File: src/rtl/iic_reg_seq_if.sv
// Sequencer-to-IIC-master and sequencer-to-table-ROM signal bundle.
// The master modport is the sequencer side; the slave modport is the IIC master plus ROM.
interface iic_reg_seq_if #(
    parameter int ADDR_W = 16,
    parameter int DATA_W = 8,
    parameter int IDX_W  = 6
);
    logic [7:0]               device_id;
    logic                     iic_trig;
    logic                     w_r;
    logic [ADDR_W-1:0]        addr;
    logic [DATA_W-1:0]        data_in;
    logic                     busy;
    logic [DATA_W-1:0]        data_out;
    logic [IDX_W-1:0]         tbl_idx;
    logic [2+ADDR_W+DATA_W-1:0] tbl_entry;

    modport master (
        output device_id, iic_trig, w_r, addr, data_in, tbl_idx,
        input  busy, data_out, tbl_entry
    );
    modport slave (
        input  device_id, iic_trig, w_r, addr, data_in, tbl_idx,
        output busy, data_out, tbl_entry
    );
endinterface

File: src/rtl/iic_reg_seq.sv
// Table-driven IIC init sequencer: probe, write/verify/delay/end opcodes, bounded
// retry with per-transaction timeout, restart on start, optional status polling in DONE.
module iic_reg_seq #(
    parameter int                ADDR_W      = 16,
    parameter int                DATA_W      = 8,
    parameter int                IDX_W       = 6,
    parameter logic [7:0]        DEV_ID      = 8'hB2,
    parameter logic [ADDR_W-1:0] PROBE_ADDR  = ADDR_W'(16'h0003),
    parameter logic [DATA_W-1:0] PROBE_DATA  = DATA_W'(8'h5A),
    parameter int                DELAY_UNIT  = 1000,
    parameter int                MAX_RETRY   = 3,
    parameter int                TIMEOUT     = 65535,
    parameter bit                POLL_EN     = 1'b1,
    parameter logic [ADDR_W-1:0] POLL_ADDR   = ADDR_W'(16'h0502),
    parameter int                POLL_PERIOD = 100000
) (
    input  logic              clk,
    input  logic              rst,
    input  logic              start,
    iic_reg_seq_if.master     bus,
    output logic              init_over,
    output logic              init_err,
    output logic [IDX_W-1:0]  err_idx,
    output logic [DATA_W-1:0] poll_data,
    output logic              poll_valid
);
    localparam int DLY_MAX = ((2 ** DATA_W) - 1) * DELAY_UNIT;
    localparam int M1      = (TIMEOUT > POLL_PERIOD) ? TIMEOUT : POLL_PERIOD;
    localparam int CNT_MAX = (M1 > DLY_MAX) ? M1 : DLY_MAX;
    localparam int CNT_W   = $clog2(CNT_MAX + 2);
    localparam int RET_W   = $clog2(MAX_RETRY + 1);
    localparam logic [CNT_W-1:0] TMO       = CNT_W'(TIMEOUT);
    localparam logic [CNT_W-1:0] POLL_LAST = CNT_W'(POLL_PERIOD - 1);

    typedef enum logic [3:0] {
        S_PROBE_W, S_PROBE_R, S_FETCH, S_DECODE, S_WAITB,
        S_DELAY, S_NEXT, S_FAIL, S_DONE, S_ERR
    } state_e;

    // What the outstanding transaction was for, so WAITB knows where to go next
    typedef enum logic [2:0] {K_PW, K_PR, K_WR, K_VF, K_POLL} kind_e;

    state_e              state_q, state_d;
    kind_e               kind_q, kind_d;
    logic [CNT_W-1:0]    cnt_q, cnt_d;
    logic [RET_W-1:0]    retry_q, retry_d;
    logic [IDX_W-1:0]    idx_q, idx_d;
    logic                trig_q, trig_d;
    logic                wr_q, wr_d;
    logic [ADDR_W-1:0]   addr_q, addr_d;
    logic [DATA_W-1:0]   data_q, data_d;
    logic                over_q, over_d;
    logic                err_q, err_d;
    logic [IDX_W-1:0]    err_idx_q, err_idx_d;
    logic [DATA_W-1:0]   pdata_q, pdata_d;
    logic                pvalid_q, pvalid_d;
    logic                pend_q, pend_d;
    logic                busy_d_q;

    logic [1:0]          e_op;
    logic [ADDR_W-1:0]   e_addr;
    logic [DATA_W-1:0]   e_data;
    logic                busy_fall;
    logic [RET_W-1:0]    ret_inc;

    assign e_op      = bus.tbl_entry[ADDR_W+DATA_W +: 2];
    assign e_addr    = bus.tbl_entry[DATA_W +: ADDR_W];
    assign e_data    = bus.tbl_entry[DATA_W-1:0];
    assign busy_fall = busy_d_q & ~bus.busy;
    assign ret_inc   = retry_q + 1'b1;

    always_ff @(posedge clk) begin
        if (rst) begin
            state_q   <= S_PROBE_W;
            kind_q    <= K_PW;
            cnt_q     <= '0;
            retry_q   <= '0;
            idx_q     <= '0;
            trig_q    <= 1'b0;
            wr_q      <= 1'b1;
            addr_q    <= '0;
            data_q    <= '0;
            over_q    <= 1'b0;
            err_q     <= 1'b0;
            err_idx_q <= '0;
            pdata_q   <= '0;
            pvalid_q  <= 1'b0;
            pend_q    <= 1'b0;
            busy_d_q  <= 1'b0;
        end else begin
            state_q   <= state_d;
            kind_q    <= kind_d;
            cnt_q     <= cnt_d;
            retry_q   <= retry_d;
            idx_q     <= idx_d;
            trig_q    <= trig_d;
            wr_q      <= wr_d;
            addr_q    <= addr_d;
            data_q    <= data_d;
            over_q    <= over_d;
            err_q     <= err_d;
            err_idx_q <= err_idx_d;
            pdata_q   <= pdata_d;
            pvalid_q  <= pvalid_d;
            pend_q    <= pend_d;
            busy_d_q  <= bus.busy;
        end
    end

    always_comb begin
        state_d   = state_q;
        kind_d    = kind_q;
        cnt_d     = cnt_q;
        retry_d   = retry_q;
        idx_d     = idx_q;
        trig_d    = 1'b0;
        wr_d      = wr_q;
        addr_d    = addr_q;
        data_d    = data_q;
        over_d    = over_q;
        err_d     = err_q;
        err_idx_d = err_idx_q;
        pdata_d   = pdata_q;
        pvalid_d  = 1'b0;
        pend_d    = pend_q;
        case (state_q)
            S_PROBE_W, S_PROBE_R: begin
                trig_d  = 1'b1;
                wr_d    = (state_q == S_PROBE_W);
                addr_d  = PROBE_ADDR;
                data_d  = PROBE_DATA;
                kind_d  = (state_q == S_PROBE_W) ? K_PW : K_PR;
                cnt_d   = '0;
                state_d = S_WAITB;
            end
            S_FETCH: begin
                if (cnt_q == CNT_W'(1)) state_d = S_DECODE;
                else                    cnt_d   = cnt_q + 1'b1;
            end
            S_DECODE: begin
                cnt_d = '0;
                case (e_op)
                    2'b00, 2'b01: begin
                        // On a verify read data_in carries the expected value; the master ignores it
                        trig_d  = 1'b1;
                        wr_d    = (e_op == 2'b00);
                        addr_d  = e_addr;
                        data_d  = e_data;
                        kind_d  = (e_op == 2'b00) ? K_WR : K_VF;
                        state_d = S_WAITB;
                    end
                    2'b10: begin
                        cnt_d   = CNT_W'(32'(e_data) * 32'(DELAY_UNIT));
                        state_d = S_DELAY;
                    end
                    default: begin
                        over_d  = 1'b1;
                        state_d = S_DONE;
                    end
                endcase
            end
            S_WAITB: begin
                if (kind_q == K_POLL && start) pend_d = 1'b1;
                // A completion in the expiry cycle still counts as a completion
                if (busy_fall) begin
                    cnt_d = '0;
                    case (kind_q)
                        K_PW: state_d = S_PROBE_R;
                        K_PR: begin
                            if (bus.data_out == PROBE_DATA) begin
                                idx_d   = '0;
                                state_d = S_FETCH;
                            end else begin
                                state_d = S_FAIL;
                            end
                        end
                        K_WR: state_d = S_NEXT;
                        K_VF: state_d = (bus.data_out == data_q) ? S_NEXT : S_FAIL;
                        default: begin
                            pdata_d  = bus.data_out;
                            pvalid_d = 1'b1;
                            state_d  = S_DONE;
                        end
                    endcase
                end else if (cnt_q == TMO) begin
                    cnt_d   = '0;
                    state_d = (kind_q == K_POLL) ? S_DONE : S_FAIL;
                end else begin
                    cnt_d = cnt_q + 1'b1;
                end
            end
            S_DELAY: begin
                if (cnt_q == '0) state_d = S_NEXT;
                else             cnt_d   = cnt_q - 1'b1;
            end
            S_NEXT: begin
                cnt_d = '0;
                if (&idx_q) begin
                    over_d  = 1'b1;
                    state_d = S_DONE;
                end else begin
                    idx_d   = idx_q + 1'b1;
                    state_d = S_FETCH;
                end
            end
            S_FAIL: begin
                // idx_q is held at 0 throughout the probe, so probe failures report 0
                err_idx_d = idx_q;
                retry_d   = ret_inc;
                idx_d     = '0;
                if (ret_inc < RET_W'(MAX_RETRY)) begin
                    state_d = S_PROBE_W;
                end else begin
                    err_d   = 1'b1;
                    state_d = S_ERR;
                end
            end
            S_DONE: begin
                if (start || pend_q) begin
                    over_d  = 1'b0;
                    err_d   = 1'b0;
                    retry_d = '0;
                    idx_d   = '0;
                    pend_d  = 1'b0;
                    state_d = S_PROBE_W;
                end else if (POLL_EN) begin
                    if (cnt_q == POLL_LAST) begin
                        trig_d  = 1'b1;
                        wr_d    = 1'b0;
                        addr_d  = POLL_ADDR;
                        kind_d  = K_POLL;
                        cnt_d   = '0;
                        state_d = S_WAITB;
                    end else begin
                        cnt_d = cnt_q + 1'b1;
                    end
                end
            end
            S_ERR: begin
                if (start) begin
                    over_d  = 1'b0;
                    err_d   = 1'b0;
                    retry_d = '0;
                    idx_d   = '0;
                    state_d = S_PROBE_W;
                end
            end
            default: state_d = S_PROBE_W;
        endcase
    end

    always_comb begin
        bus.device_id = DEV_ID;
        bus.iic_trig  = trig_q;
        bus.w_r       = wr_q;
        bus.addr      = addr_q;
        bus.data_in   = data_q;
        bus.tbl_idx   = idx_q;
        init_over     = over_q;
        init_err      = err_q;
        err_idx       = err_idx_q;
        poll_data     = pdata_q;
        poll_valid    = pvalid_q;
    end
endmodule

File: src/flat_wrapper.sv
// flat-port wrapper written by rule: the top's interface ports become plain ports
module iic_reg_seq_flat 
#(
    parameter int                ADDR_W      = 16,
    parameter int                DATA_W      = 8,
    parameter int                IDX_W       = 6,
    parameter logic [7:0]        DEV_ID      = 8'hB2,
    parameter logic [ADDR_W-1:0] PROBE_ADDR  = ADDR_W'(16'h0003),
    parameter logic [DATA_W-1:0] PROBE_DATA  = DATA_W'(8'h5A),
    parameter int                DELAY_UNIT  = 1000,
    parameter int                MAX_RETRY   = 3,
    parameter int                TIMEOUT     = 65535,
    parameter bit                POLL_EN     = 1'b1,
    parameter logic [ADDR_W-1:0] POLL_ADDR   = ADDR_W'(16'h0502),
    parameter int                POLL_PERIOD = 100000
)
  (clk, rst, start, init_over, init_err, err_idx, poll_data, poll_valid, bus_device_id, bus_iic_trig, bus_w_r, bus_addr, bus_data_in, bus_tbl_idx, bus_busy, bus_data_out, bus_tbl_entry);
  iic_reg_seq_if #(.ADDR_W(ADDR_W), .DATA_W(DATA_W), .IDX_W(IDX_W)) bus_i ();
  input  logic clk;
  input  logic rst;
  input  logic start;
  output logic init_over;
  output logic init_err;
  output logic [IDX_W-1:0] err_idx;
  output logic [DATA_W-1:0] poll_data;
  output logic poll_valid;
  output wire logic [$bits(bus_i.device_id)-1:0] bus_device_id;
  output wire logic [$bits(bus_i.iic_trig)-1:0] bus_iic_trig;
  output wire logic [$bits(bus_i.w_r)-1:0] bus_w_r;
  output wire logic [$bits(bus_i.addr)-1:0] bus_addr;
  output wire logic [$bits(bus_i.data_in)-1:0] bus_data_in;
  output wire logic [$bits(bus_i.tbl_idx)-1:0] bus_tbl_idx;
  input wire logic [$bits(bus_i.busy)-1:0] bus_busy;
  input wire logic [$bits(bus_i.data_out)-1:0] bus_data_out;
  input wire logic [$bits(bus_i.tbl_entry)-1:0] bus_tbl_entry;
  assign bus_device_id = bus_i.device_id;
  assign bus_iic_trig = bus_i.iic_trig;
  assign bus_w_r = bus_i.w_r;
  assign bus_addr = bus_i.addr;
  assign bus_data_in = bus_i.data_in;
  assign bus_tbl_idx = bus_i.tbl_idx;
  assign bus_i.busy = bus_busy;
  assign bus_i.data_out = bus_data_out;
  assign bus_i.tbl_entry = bus_tbl_entry;
  iic_reg_seq #(.ADDR_W(ADDR_W), .DATA_W(DATA_W), .IDX_W(IDX_W), .DEV_ID(DEV_ID), .PROBE_ADDR(PROBE_ADDR), .PROBE_DATA(PROBE_DATA), .DELAY_UNIT(DELAY_UNIT), .MAX_RETRY(MAX_RETRY), .TIMEOUT(TIMEOUT), .POLL_EN(POLL_EN), .POLL_ADDR(POLL_ADDR), .POLL_PERIOD(POLL_PERIOD)) u_core (.clk(clk), .rst(rst), .start(start), .bus(bus_i), .init_over(init_over), .init_err(init_err), .err_idx(err_idx), .poll_data(poll_data), .poll_valid(poll_valid));
endmodule
File: config.mk
export PLATFORM = sky130hd
export DESIGN_NAME = iic_reg_seq_flat
export DESIGN_NICKNAME = d
export VERILOG_FILES = /design/src/rtl/iic_reg_seq_if.sv /design/src/rtl/iic_reg_seq.sv /design/src/flat_wrapper.sv
export SDC_FILE = /design/constraint.sdc
export NUM_CORES = 1
export LEC_CHECK = 0
export ABC_AREA = 1
export BUFFER_PORTS_ARGS = -buffer_cell sky130_fd_sc_hd__clkbuf_2
export CAP_MARGIN = 40
export CORE_MARGIN = 2
export CORE_UTILIZATION = 41
export DETAILED_ROUTE_END_ITERATION = 7
export PLACE_DENSITY_LB_ADDON = 0.2
export SYNTH_ARGS = -nofsm -noshare
export SYNTH_HDL_FRONTEND = slang
export SYNTH_SLANG_ARGS = --single-unit
export TNS_END_PERCENT = 1
File: constraint.sdc
create_clock -name clk -period 6.3 [get_ports clk]
set_input_delay 0.315 -clock clk [delete_from_list [all_inputs] [get_ports clk]]
set_output_delay 0.315 -clock clk [all_outputs]
set_load 0.005 [all_outputs]
* After elaboration in Yosys (flattened, before gate mapping)
Cells that the tools add are included.
** Storage, ports and cells
- Register bits :: 78
- Bits in latches :: 0
- Memory bits (writable) :: 0
- Bits in read-only memories :: 0
- Input port bits :: 38
- Memories :: 0
** Operators by class
- Add/subtract/negate cells :: 4
- Multipliers :: 1
- Div/mod/pow operators :: 0
- Order comparisons :: 1
- Equality and inequality tests :: 39
- Shifts and indexed selects :: 0
- Mux-type cells :: 63
- Bitwise operators :: 5
- Reductions and logical operators :: 30
** Operators with widths (number)
- $mux W18 :: 7
- $pmux W18 S6 :: 1
- $mux W16 :: 3
- $pmux W16 S3 :: 1
- $mux W4 :: 10
- $mux W6 :: 6
- $pmux W4 S9 :: 1
- $pmux W6 S5 :: 1
- $add A18 B1 Y18 const B :: 1
- $eq A18 B1 Y1 const B :: 1
- $eq A18 B16 Y1 const B :: 1
- $eq A18 B17 Y1 const B :: 1
- $logic_not A18 Y1 :: 1
- $ne A2 B1 Y1 const B :: 9
- $sub A18 B1 Y18 const B :: 1
- $eq A4 B3 Y1 const B :: 4
- $mux W1 :: 16
- $ne A2 B2 Y1 const B :: 8
- $pmux W4 S4 :: 1
- $pmux W8 S2 :: 1
- $mul A8 B7 Y15 const B :: 1
- $mux W3 :: 4
- $reduce_and A4 Y1 :: 3
- $reduce_and A5 Y1 :: 2
- 41 further kinds :: 58

* Longest topological paths before layout
Gate-level depths: netlist (run 1).
- Depth in word-level cells :: 5
- Gate-level depth with buffers :: 19
- Mapped depth without buffers :: 19

* Worst setup path before layout (run 1)
Ideal clock, no wire load.
- Kind :: input to register
- Start point :: input port bus_tbl_entry[1]
- End point :: register u_core.cnt_q[17]
- Setup time :: 115 ps
- Arrival :: 3429 ps
- Setup slack :: 2756 ps
- Stages on the path :: 17
- Path through :: fa_1 inv_1 fa_1 fa_1 fa_1 inv_1 ha_1 nand2_1 nand2_1 a21oi_1 nand2_1 nand2_1 nand3b_1 nand3_1 nand2_1 nor2_1 nor2_1
** On the way
- Longest elaborated chain between the ends :: 3
** RTL lines
- start, declared :: RTL line flat_wrapper.sv:35 : input wire logic [$bits(bus_i.tbl_entry)-1:0] bus_tbl_entry;
- $mul A8 B7 Y15 :: RTL line iic_reg_seq.sv:153 : cnt_d = CNT_W'(32'(e_data) * 32'(DELAY_UNIT));
- $mux W18 :: RTL line iic_reg_seq.sv:142 : case (e_op)
- $pmux W18 S6 :: RTL line iic_reg_seq.sv:126 : case (state_q)
- end signal, assigned :: RTL line iic_reg_seq.sv:93 : cnt_q <= cnt_d;
- end, declared :: RTL line iic_reg_seq.sv:45 : logic [CNT_W-1:0] cnt_q, cnt_d;
Every way passes these cells.
A chain may end at the register's enable or synchronous reset.

* Final worst setup path (run 1)
Same ends and word-level chain as after synthesis.

==> flow_summary.ini, run 1 <==
[run_status]
outcome = completed

[final_layout]
utilization = 0.477
final_layout_size_suffix_gt1_frac = 0.133
final_cell_mix = 237 x nand2_1, 112 x inv_1, 110 x nor2_1, 86 x clkbuf_2, 78 x dfxtp_1
final_cells = 1191
n_antenna_cell = 0
fin_nets = 1105
final_area_um2 = 6940
final_common_cell = nand2_1
area_growth_pct = 13.6

[yosys]
ys_types = 36
ys.flop_type = dfxtp_1
synth_edf_count = 0
ys_ff_latch = 78
yosys_warnings = 0
yosysSeqAreaShare = 0.256
syn_area_um2 = 6110
avgSynthCellArea_um2 = 6.56
syn_inst = 931
async_reset_ff_frac = 0

[placed_design]
portBuffers = 86
dp_slack_ns = 2.39
place_inst = 1175
place_congestion = 0.902
hpwl_um = 12400
place_area_um2 = 6660

[cts]
cts_setup_buffers = 0
cts_buffers = 9
clk_path_buf_depth = 2
clkLatencyLatePin_ns = 0.35
cts_tree = built
htreeDepth = 3
cts_root_buf = clkbuf_16
clkTransAtPathRegs_ns = 0.07
clock-sinks = 78
cts_hold_buffers = 0
post_cts_resized = 0

[floorplanning]
die_area_um2 = 15900
start_util = 0.420
die_h_um = 126
io_pins = 95
die_w_um = 126
core_um2 = 14500
rows = 44

[route]
drt-initial-drc-count = 385
wl_per_cell_um = 13.4
vias_per_cell = 5.01
detail-route-antenna-nets = 0
routed_wirelength_um = 16000
dr_total_vias = 5963
firstDrtPassIters = 5
drc = 0

[worst_setup_path]
cp.required_ns = 6.55
worst-setup-path-type = in -> reg
ff2ff_path_depth = 10
r2r_end = u_core.cnt_q[17]$_SDFFE_PP0P_
r2r-start = u_core.state_q[2]$_SDFFE_PP0P_
r2r_slack_ns = 3.33
cp-end-kind = register
worstSetupStartpointType = input port
cp-endpoint = u_core.cnt_q[17]$_SDFFE_PP0P_
startpoint = bus_tbl_entry[1]
crit_path_max_fanout = 6
arrival_ns = 3.78

[timing]
finalCritPeriodShare = 0.560
layout_setup_ws_ns = 2.77
hold_slack_ns = 0.179
finalSetupTns_ns = 0
rsz0062_at_grt = no
finalHoldViolations = 0
tightest_slew_ns = 0.835
drv_slew = 0
skew_ns = 0.00802
max_freq_mhz = 283
relSlewSlack = 0.440
period_needed_ns = 3.53
setup_violations = 0

[flow_run]
maxCapViolCount = 0

[power]
p_per_area_nw_per_um2 = 381
p_total_mw = 2.64
power_leakage_nw = 3.43
max-vdd-ir-drop_mv = 0.156

[min_path]
hold_class = in -> reg

[global_route]
antenna_found_initial = 0
grt_pass1_wl_um = 26600
track_usage = 0.204
grt_max_degree = 40
grt_pass1_vias = 5444
grt-ovfl-total = 0
-- registers in the layout (all words and copies together) (netlist names) --
register and flops:
u_core.bus.addr 16, u_core.bus.data_in 8, u_core.bus.iic_trig 1, u_core.bus.tbl_idx 6, u_core.bus.w_r 1, u_core.busy_d_q 1, u_core.cnt_q 18, u_core.err_idx 6
u_core.init_err 1, u_core.init_over 1, u_core.kind_q 3, u_core.pend_q 1, u_core.poll_data 8, u_core.poll_valid 1, u_core.retry_q 2, u_core.state_q 4
-- cell families (layout without fill, tap and decap cells) --
logic type      count (synthesis)  in the layout  share of synthesized area
flops                          78             78                      0.256
xor+xnor                       21             21                     0.0301
fa+ha+maj                      65             65                      0.159
simple gates                  459            459                      0.321
buf+inv                       159            229                      0.108
other cells                     2              8                    0.00123
compound gates                147            147                      0.125
-- cell type report --
class                           instances  area, um2
Clock inverter                          6       45.0
Tap cell                              184        230
Inverter                              124        465
Timing Repair Buffer                   89        493
Clock buffer                           10        229
Fill cell                            1570       7600
Sequential cell                        78       1560
Multi-Input combinational cell        700       3910
-- worst max-delay path, cell delays in order --
cell      delay (ns)
clkbuf_2        0.16
fa_1            0.55
inv_1           0.05
fa_1            0.52
fa_1            0.44
fa_1            0.51
inv_1           0.04
ha_1            0.34
nand2_1         0.09
nand2_1         0.06
a21oi_1         0.18
nand2_1         0.10
nand2_1         0.08
nand3b_1        0.08
nand3_1         0.10
nand2_1         0.05
nor2_1          0.08
nor2_1          0.04
-- synth_stat cells (3+ instances only) --
cell | instances | area (um2)
a21oi_1 | 73 | 365
a31oi_1 | 9 | 56.3
buf_2 | 12 | 60.1
buf_4 | 11 | 82.6
clkbuf_1 | 9 | 33.8
clkbuf_2 | 3 | 15.0
dfxtp_1 | 78 | 1560
fa_1 | 21 | 420
ha_1 | 44 | 551
inv_1 | 112 | 420
inv_2 | 12 | 45.0
nand2_1 | 237 | 890
nand2_2 | 4 | 25.0
nand3_1 | 55 | 275
nand3_2 | 3 | 30.0
nand3b_1 | 7 | 52.6
nand4_1 | 12 | 75.1
nor2_1 | 110 | 413
nor2_2 | 4 | 25.0
nor3_1 | 17 | 85.1
nor3_2 | 4 | 40.0
o21ai_0 | 41 | 205
o21ai_1 | 17 | 85.1
xnor2_1 | 6 | 52.6
xor2_1 | 15 | 131
-- worst min path at each step --
stage | startpoint | end | slack (ns) | depth (start not counted)
floorplan | bus_busy | u_core.busy_d_q$_SDFF_PP0_ | 0.44 | 2
global placement | u_core.bus.addr[7]$_SDFFE_PP0P_ | u_core.bus.addr[7]$_SDFFE_PP0P_ | 0.45 | 2
detailed placement | u_core.bus.addr[14]$_SDFFE_PP0P_ | u_core.bus.addr[14]$_SDFFE_PP0P_ | 0.45 | 2
CTS | bus_busy | u_core.busy_d_q$_SDFF_PP0_ | 0.17 | 3
global route | bus_busy | u_core.busy_d_q$_SDFF_PP0_ | 0.19 | 3
finish | bus_busy | u_core.busy_d_q$_SDFF_PP0_ | 0.18 | 3
-- layer usage --
layer  share of wire  up-vias  global-route usage
met5               0        -                   0
met4           0.014        0              0.0569
met3           0.058       18              0.0391
met2            0.44      171               0.324
met1            0.48     2661               0.285
li1                -     3113                   -
-- where the power goes --
| group | internal, mW | total [mW] | switching [mW] |
|---|---|---|---|
| Sequential | 0.573 | 0.683 | 0.109 |
| Clock | 0.270 | 0.493 | 0.223 |
| Combinational | 0.508 | 1.47 | 0.958 |
| Total | 1.35 | 2.64 | 1.29 |
Note: power is estimated with default switching activity, not from simulation.
==> run 2, diff against run 1 <==
==> constraint.sdc (replaced) <==
create_clock -name clk -period 2.83 [get_ports clk]
set_input_delay 0.1415 -clock clk [delete_from_list [all_inputs] [get_ports clk]]
set_output_delay 0.1415 -clock clk [all_outputs]
set_load 0.005 [all_outputs]
==> flow_summary.ini, run 2 (synthesis results as in run 1) <==
[floorplanning]
die_w_um = 126
core_um2 = 14500
die_area_um2 = 15900
die_h_um = 126
rows = 44
start_util = 0.420
io_pins = 95

[route]
drt-initial-drc-count = 376
vias_per_cell = 4.95
dr_total_vias = 6106
routed_wirelength_um = 16500
detail-route-antenna-nets = 0
drc = 0
wl_per_cell_um = 13.4
firstDrtPassIters = 5

[placed_design]
dp_slack_ns = -0.763
place_inst = 1217
place_congestion = 0.871
place_area_um2 = 6970
portBuffers = 86
hpwl_um = 12700

[min_path]
hold_class = in -> reg

[final_layout]
n_antenna_cell = 0
largest_reg_flops = 18
largest-register = u_core.cnt_q
final_cells = 1234
fin_nets = 1148
final_cell_mix = 227 x nand2_1, 108 x nor2_1, 107 x inv_1, 83 x clkbuf_2, 78 x dfxtp_1
area_growth_pct = 21.7
final_common_cell = nand2_1
final_area_um2 = 7430
n_fill_cell = 1516
final_layout_size_suffix_gt1_frac = 0.202

[global_route]
grt-ovfl-total = 0
track_usage = 0.215
grt_busiest_layer = met2
grt_pass1_vias = 5743
use_met3 = 0.0548
grt_use_met2 = 0.337
grt_max_degree = 42
gr-usage-met1 = 0.296
antenna_found_initial = 0
grt_pass1_wl_um = 28100

[cts]
clkTransAtPathRegs_ns = 0.07
cts_tree = built
clkLatencyLatePin_ns = 0.35
htreeDepth = 3
cts_root_buf = clkbuf_16
cts_buffers = 9
cts_hold_buffers = 0
clock-sinks = 78
clk_path_buf_depth = 2

[timing]
tightest_slew_ns = 0.691
hold_slack_ns = 0.00815
rsz0062_at_grt = yes
drv_slew = 0
skew_ns = 0.00672
finalCritPeriodShare = 1.14
relSlewSlack = 0.539
layout_setup_ws_ns = -0.403
max_freq_mhz = 309
period_needed_ns = 3.23
finalHoldViolations = 0
setup_violations = 9

[flow_run]
maxCapViolCount = 0

[worst_setup_path]
cp.required_ns = 3.05
worst-setup-path-type = in -> reg
arrival_ns = 3.46
crit_path_max_fanout = 4
cp-end-kind = register
worstSetupStartpointType = input port

[power]
max-vdd-ir-drop_mv = 0.381
p_per_area_nw_per_um2 = 886
p_total_mw = 6.59
power_leakage_nw = 3.67

[run_status]
violations = negative setup slack
outcome = complete, but fails checks
run 2: final cells by class:
type                       instances  area, um2  area share
timing repair buffer             132        803       0.108
sequential                        78       1560       0.210
inverter                         124        465      0.0626
clock inverter                     7       65.1     0.00875
multi-input combinational        700       4080       0.549
tap                              184        230      0.0310
clock buffer                       9        225      0.0303
run 2: timing repair:
item	CTS	global route
buffers inserted	0	1
endpoints found under the setup margin	10	10
pin swaps	14	18
resized for setup	24	21
run 2: power by group:
part / switching (mW) / internal [mW] / total [mW] / leakage (nW)
Combinational: 2.37 / 1.55 / 3.91 / 2.90
Clock: 0.541 / 0.616 / 1.16 / 0.140
Sequential: 0.242 / 1.28 / 1.52 / 0.633
Total: 3.15 / 3.44 / 6.59 / 3.67
run 2: worst paths after layout:
| check | slack (ns) | startpoint | cells after the start | end |
|---|---|---|---|---|
| min | 0.008 | bus_busy | 3 | u_core.busy_d_q$_SDFF_PP0_ |
| max reg2reg | 0.57 | u_core.state_q[2]$_SDFFE_PP0P_ | 10 | u_core.bus.w_r$_SDFFE_PP1P_ |
| min reg2reg | 0.46 | u_core.bus.addr[7]$_SDFFE_PP0P_ | 2 | u_core.bus.addr[7]$_SDFFE_PP0P_ |
| max | -0.40 | bus_tbl_entry[0] | 19 | u_core.cnt_q[16]$_SDFFE_PP0P_ |
run 2: worst max-delay path, stage by stage:
cell and delay, ns:
buf_8 0.10, fa_1 0.57, xor2_1 0.16, ha_1 0.26, inv_2 0.06, fa_1 0.44
fa_1 0.57, inv_2 0.05, ha_4 0.29, nand2_4 0.06, buf_6 0.12, nor2_2 0.11
nand3_2 0.10, nand3_2 0.09, nand2_2 0.05, nand3_2 0.07, nand3_2 0.08, nand2_2 0.08
a21oi_2 0.05
run 2: per-layer routing:
metal  up-vias  share of wire
met2       140           0.45
met5         -              0
met4         0          0.016
met3        17          0.054
met1      2750           0.48
li1       3199              -
run 2: through the flow:
stage,TNS (ns),utilization
floorplan,-2.98,-
global placement,-6.20,0.480
detailed placement,-6.61,0.480
CTS,-2.21,0.506
global route,-4.97,0.512
finish,-2.95,0.512
